$ cat src/rtl/fetch_pc_unit.sv
// Fetch stage: owns the program counter and the F/D pipeline register, with MIPS delayed-branch semantics.
// Optional redirect counter output enabled by defining FETCH_REDIRECT_COUNT_EN.
module fetch_pc_unit #(
   parameter logic [31:0] RESET_PC = 32'h0000_3000,
   parameter logic [31:0] IM_BASE  = 32'h0000_3000,
   parameter int          IM_WORDS = 4096
) (
   input  logic        clk,
   input  logic        reset,
   input  logic        stall,
   input  logic        npc_sel,
   input  logic [31:0] npc_target,
   input  logic [31:0] instr_f,
   output logic [31:0] pc_f,
   output logic [31:0] instr_d,
   output logic [31:0] pc_d,
   output logic [31:0] pc8_d,
`ifdef FETCH_REDIRECT_COUNT_EN
   output logic [31:0] redirect_cnt,
`endif
   output logic        fetch_fault
);

   // Upper fetch bound held in 33 bits so a high IM_BASE cannot wrap it.
   localparam logic [32:0] IM_LIMIT = {1'b0, IM_BASE} + (33'(IM_WORDS) << 2);

   logic [31:0] pc_next;
   logic        fetch_ok;
   logic [31:0] instr_fetched;

   always_comb begin
      fetch_ok = (pc_f[1:0] == 2'b00) && (pc_f >= IM_BASE) && ({1'b0, pc_f} < IM_LIMIT);
      instr_fetched = fetch_ok ? instr_f : 32'h0;
   end

   always_comb begin
      pc_next = pc_f;
      if (!stall) begin
         if (npc_sel) pc_next = npc_target;
         else         pc_next = pc_f + 32'd4;
      end
   end

   // F -> D boundary; the slot instruction fetched in a redirect cycle is always kept.
   always_ff @(posedge clk) begin
      if (reset) begin
         pc_f        <= RESET_PC;
         instr_d     <= 32'h0;
         pc_d        <= RESET_PC;
         pc8_d       <= RESET_PC + 32'd8;
         fetch_fault <= 1'b0;
      end else if (!stall) begin
         pc_f    <= pc_next;
         instr_d <= instr_fetched;
         pc_d    <= pc_f;
         pc8_d   <= pc_f + 32'd8;
         if (!fetch_ok) fetch_fault <= 1'b1;
      end
   end

`ifdef FETCH_REDIRECT_COUNT_EN
   always_ff @(posedge clk) begin
      if (reset)                  redirect_cnt <= 32'h0;
      else if (!stall && npc_sel) redirect_cnt <= redirect_cnt + 32'd1;
   end
`endif

endmodule

$ cat config.mk
export PLATFORM = sky130hd
export DESIGN_NAME = fetch_pc_unit
export DESIGN_NICKNAME = d
export VERILOG_FILES = /design/src/rtl/fetch_pc_unit.sv
export SDC_FILE = /design/constraint.sdc
export NUM_CORES = 1
export LEC_CHECK = 0
export CAP_MARGIN = 20
export CORE_MARGIN = 3
export CORE_UTILIZATION = 50
export DETAILED_ROUTE_END_ITERATION = 10
export PLACE_DENSITY = 0.86
export SYNTH_ARGS = -nofsm -noshare
export SYNTH_HDL_FRONTEND = slang
export SYNTH_SLANG_ARGS = --single-unit
$ cat constraint.sdc
create_clock -name clk -period 4.15 [get_ports clk]
set_clock_uncertainty 0.2 [all_clocks]
set_input_delay 1.245 -clock clk [delete_from_list [all_inputs] [get_ports clk]]
set_output_delay 1.245 -clock clk [all_outputs]
set_load 0.01 [all_outputs]
Word-level counts from Yosys, hierarchy flattened
Index checks and enable logic that the tools add are counted.
{ "word_totals": {"regBits": 129, "output_inout_bits": 129} }
{ "classes": {"reduce_logical": 4, "n_bitwise": 2, "muxes": 2, "add_sub_neg": 2, "n_lt_le_gt_ge": 2} }
{ "ops": {"columns": ["cell", "count"], "rows": [
  ["$mux 32", 2],
  ["$add 32x3->32 const B", 1],
  ["$add 32x4->32 const B", 1],
  ["$ge 32x14->1 const B", 1],
  ["$lt 32x15->1 const B", 1],
  ["$logic_and 1x1->1", 2],
  ["$logic_not 2->1", 1],
  ["$not 1->1", 2],
  ["$reduce_and 2->1", 1]
]} }

Longest topological paths before layout
{ "logic_depth": {"ltp_word": 5, "ltp_mapped": 7} }

Least setup slack after synthesis
No wires, ideal clock.
{ "synth_path": {"path_kind": "input-to-reg", "start": "input port stall", "end": "register pc_d[8]", "arrival_time_ps": 2496, "path_slack_ps": 1327, "cell_stages": 5, "required_ps": 3822, "cell_sequence": "clkbuf_1 > clkbuf_1 > buf_1 > mux2i_1 > nor2_1"} }
{ "synth_rtl": {"columns": ["element", "line_no", "rtl"], "rows": [
  ["start: declaration", "10", "input logic stall,"],
  ["end signal: assignment", "55", "pc_d <= pc_f;"],
  ["end: declaration", "16", "output logic [31:0] pc_d,"]
]} }

Worst setup path in the final report
{ "layout_path": {"start": "register pc_f[15]", "end": "output port pc_f[15]"} }
{ "layout_rtl": {"columns": ["element", "line_no", "rtl"], "rows": [
  ["start: declaration", "14", "output logic [31:0] pc_f,"],
  ["start signal: assignment", "53", "pc_f <= pc_next;"]
]} }
No word-level cell between the ends.

==> impl_results.md <==
* Largest stage delay, worst path at between 600 and 700 ps
* Setup_tns at 0 ps
* Mux cell area share after synthesis at 0.0701
* Vias in the first global route at between 5000 and 6000
* Clock Power Share at 0.457
* Largest net degree at the start of global routing at 58
* Setup crit start kind: flip-flop
* Total CTS buffers at 17
* Commonest non-fill, non-tap cell in the layout: clkdlybuf4s50_1
* Avg WL per Cell at around 19 µm
* Fin. max-slew vios at 0
* Die W at between 100 and 150 µm
* RSZ-0062 raised after global routing: no
* Number of fill cells at approximately 900
* CTS H-tree depth at 4
* Power per cell area at about 380 nW/µm²
* Critical Path Slowest Stage Cell: clkdlybuf4s50_1
* Layout Cells excl Fill at between 1000 and 1500
* Crit end category: primary output
* Post-CTS Hold Buffers at 0
* Latest clock arrival within the worst-skew pair at approximately 420 ps
* Distinct cell type count after synthesis at 57
* Measured slew at the worst slew-check pin at approximately 800 ps
* WS Path Type: flip-flop to primary output
* Initial core utilization at 0.514
* Syn_area_per_cell at approximately 8.3 µm²
* Register area share after synthesis at 0.428
* # rows at 39
* Worst path bufs/invs at 1
* Ys flop type: dfxtp_1
* # DRC at 0
* Vias per cell at roughly 5.9
* Worst-case clock buffer depth at 2
* Yosys reg bits at 126
* Clk sink count at approximately 130
* Final worst path period need at roughly 3100 ps
* Initial antenna violation count at 0
* Crit path required time at 2700 ps
* Die H at 115 µm
* Maximum vdd drop at between 0.15 and 0.2 mV
* Global route overflow at 0
* Gate Count Post-Synth at 712
* Post-route antenna net violation count at 0
* NetSw at approximately 840 µW
* Global placement routability congestion at 0.894
* Die area at 13100 µm²
* Crit path DAT at approximately 1700 ps
* Cell taking the most area after synthesis: dfxtp_1
* Hpwl dp at 13300 µm
* Total wire length at roughly 19000 µm
* IO Port Bufs at 196
* Layout cell share with drive strength beyond 1 at 0.0761
* Post-CTS resize count at 0
* Gr usage total at 0.293
* Comb pwr share at 0.132
* Number of I/O pins at 197
* Routed via count at about 6000
* Net Sw Frac at 0.260
* Warnings, synthesis at 0
* Synth Area in Adders at 0.00637
* Number of cells after detailed placement at between 900 and 1000
* TritonCTS clock tree: built
* Largest family of logic cells by synthesized area: simple AND/OR/NAND/NOR gates
* Worst rel slew slack at 0.465
* Async SR Flop Fraction at 0
* Final Core Density at 0.735
* ANT cells at 0
* Max-cap viol count at 0
* Outcome: finished, final reports clean
* Synth Area in XOR/XNOR at 0.0416
* Final hold vios at 0
* Yosys top cell area share at 0.428
* Most frequent cells in the layout: clkdlybuf4s50_1 (194), dfxtp_1 (126), nor2_1 (93), nand2_1 (82), a21oi_1 (61)
* CTS root buffer: clkbuf_16
* First-pass GRT wire length at roughly 30000 µm
* Int Pwr at roughly 2400 µW
* Setup WS post-layout at 1020 ps
* HP Class: flip-flop to flip-flop
* Post-Syn Nets at a little under 800
* Fin nets at about 940
* Clk pin slew, worst setup/hold paths at around 60 ps
* Simple-gate share of the synthesized area at 0.238
* Area Growth Syn to Fin at 43.1%
* Worst-path cell chain: clkdlybuf4s50_1
* Final setup fails at 0
* Synthesized area at around 5900 µm²
* Post-synth EDFFs at 0
* Crit-path leading delay family: buffers and inverters
* Period utilization at 0.753
* DP Worst Slack at between 700 and 800 ps
* Drt first pass iters at 5
* Ranking of synthesized cells by area: dfxtp_1 (43%), mux2i_1 (6.6%), nor2_1 (5.9%)
* Iteration-0 DRC Markers at around 550
* Sequential power share at 0.411
* # Post-CTS Setup Buffers at 0
* Crit-path max FO at 10
* Pleak at around 0.003 µW
* Compound-cell area share of the yosys netlist at 0.158
* CORE AREA at roughly 11000 µm²
* Tot Pwr at roughly 3200 µW
* Achievable clock frequency at around 320 MHz
==> final timing paths <==
kind / endpoint / slack, ps / cells after the start / from
min: instr_d[3] / 260 / 2 / instr_d[3]
max: pc_f[15] / 1020 / 1 / pc_f[15]
min reg2reg: instr_d[3] / 260 / 2 / instr_d[3]
max reg2reg: pc_f[18] / 1390 / 6 / pc_f[2]
==> metrics by stage <==
step | hold slack [ps] | instance area (µm²)
finish | 260 | 8430
global route | 280 | 8430
detailed placement | 253 | 7810
CTS | 264 | 8400
global placement | 244 | 7810
floorplan | 276 | 5890
==> power by group through the flow <==
stage               logic (µW)  clock network, µW  registers, µW
global placement           406                  0           1350
finish                     426               1480           1330
detailed placement         415                  0           1360
CTS                        418               1500           1330
global route               457               1550           1340
floorplan                  208                  0           1340
==> Yosys cell counts (4+ instances only) <==
master	instances
xor2_1	23
mux2i_1	39
inv_1	6
buf_2	15
nand3_1	46
nor2b_1	5
buf_4	4
o22ai_1	7
nor3_1	15
buf_1	6
nor4_1	5
nand4_1	15
nor2_1	93
a22oi_1	12
a211oi_1	21
clkbuf_1	46
a21oi_1	61
o21ai_0	14
a31oi_1	8
dfxtp_1	126
nand2_1	82
xnor2_1	5
==> state kept, by name, summed over array words and instances (netlist names) <==
name,count
pc_d,32
instr_d,32
fetch_fault,1
pc8_d,29
pc_f,32
==> kinds of logic after synthesis <==
group | count (synthesis)
adders and majority gates | 3
and+or+nand+nor | 288
AOI/OAI and AO/OA | 146
DFF | 126
muxes | 41
buffers and inverters | 80
xor gates and xnor gates | 28
==> per-layer routing <==
layer,GRT usage,share of wire
met1,0.368,0.39
met2,0.476,0.48
met3,0.0973,0.11
met4,0.0918,0.022
met5,0,0
==> area by class of cell <==
| cell class | count | area (µm²) | area share |
|---|---|---|---|
| inverters | 8 | 30.0 | 0.00356 |
| clock inverters | 13 | 140 | 0.0166 |
| well taps | 143 | 179 | 0.0212 |
| clock buffers | 19 | 453 | 0.0537 |
| multi-input cells | 506 | 3040 | 0.360 |
| repair buffers | 208 | 2070 | 0.245 |
| flip-flops and latches | 126 | 2520 | 0.299 |
Note: power is estimated with default switching activity, not from simulation.
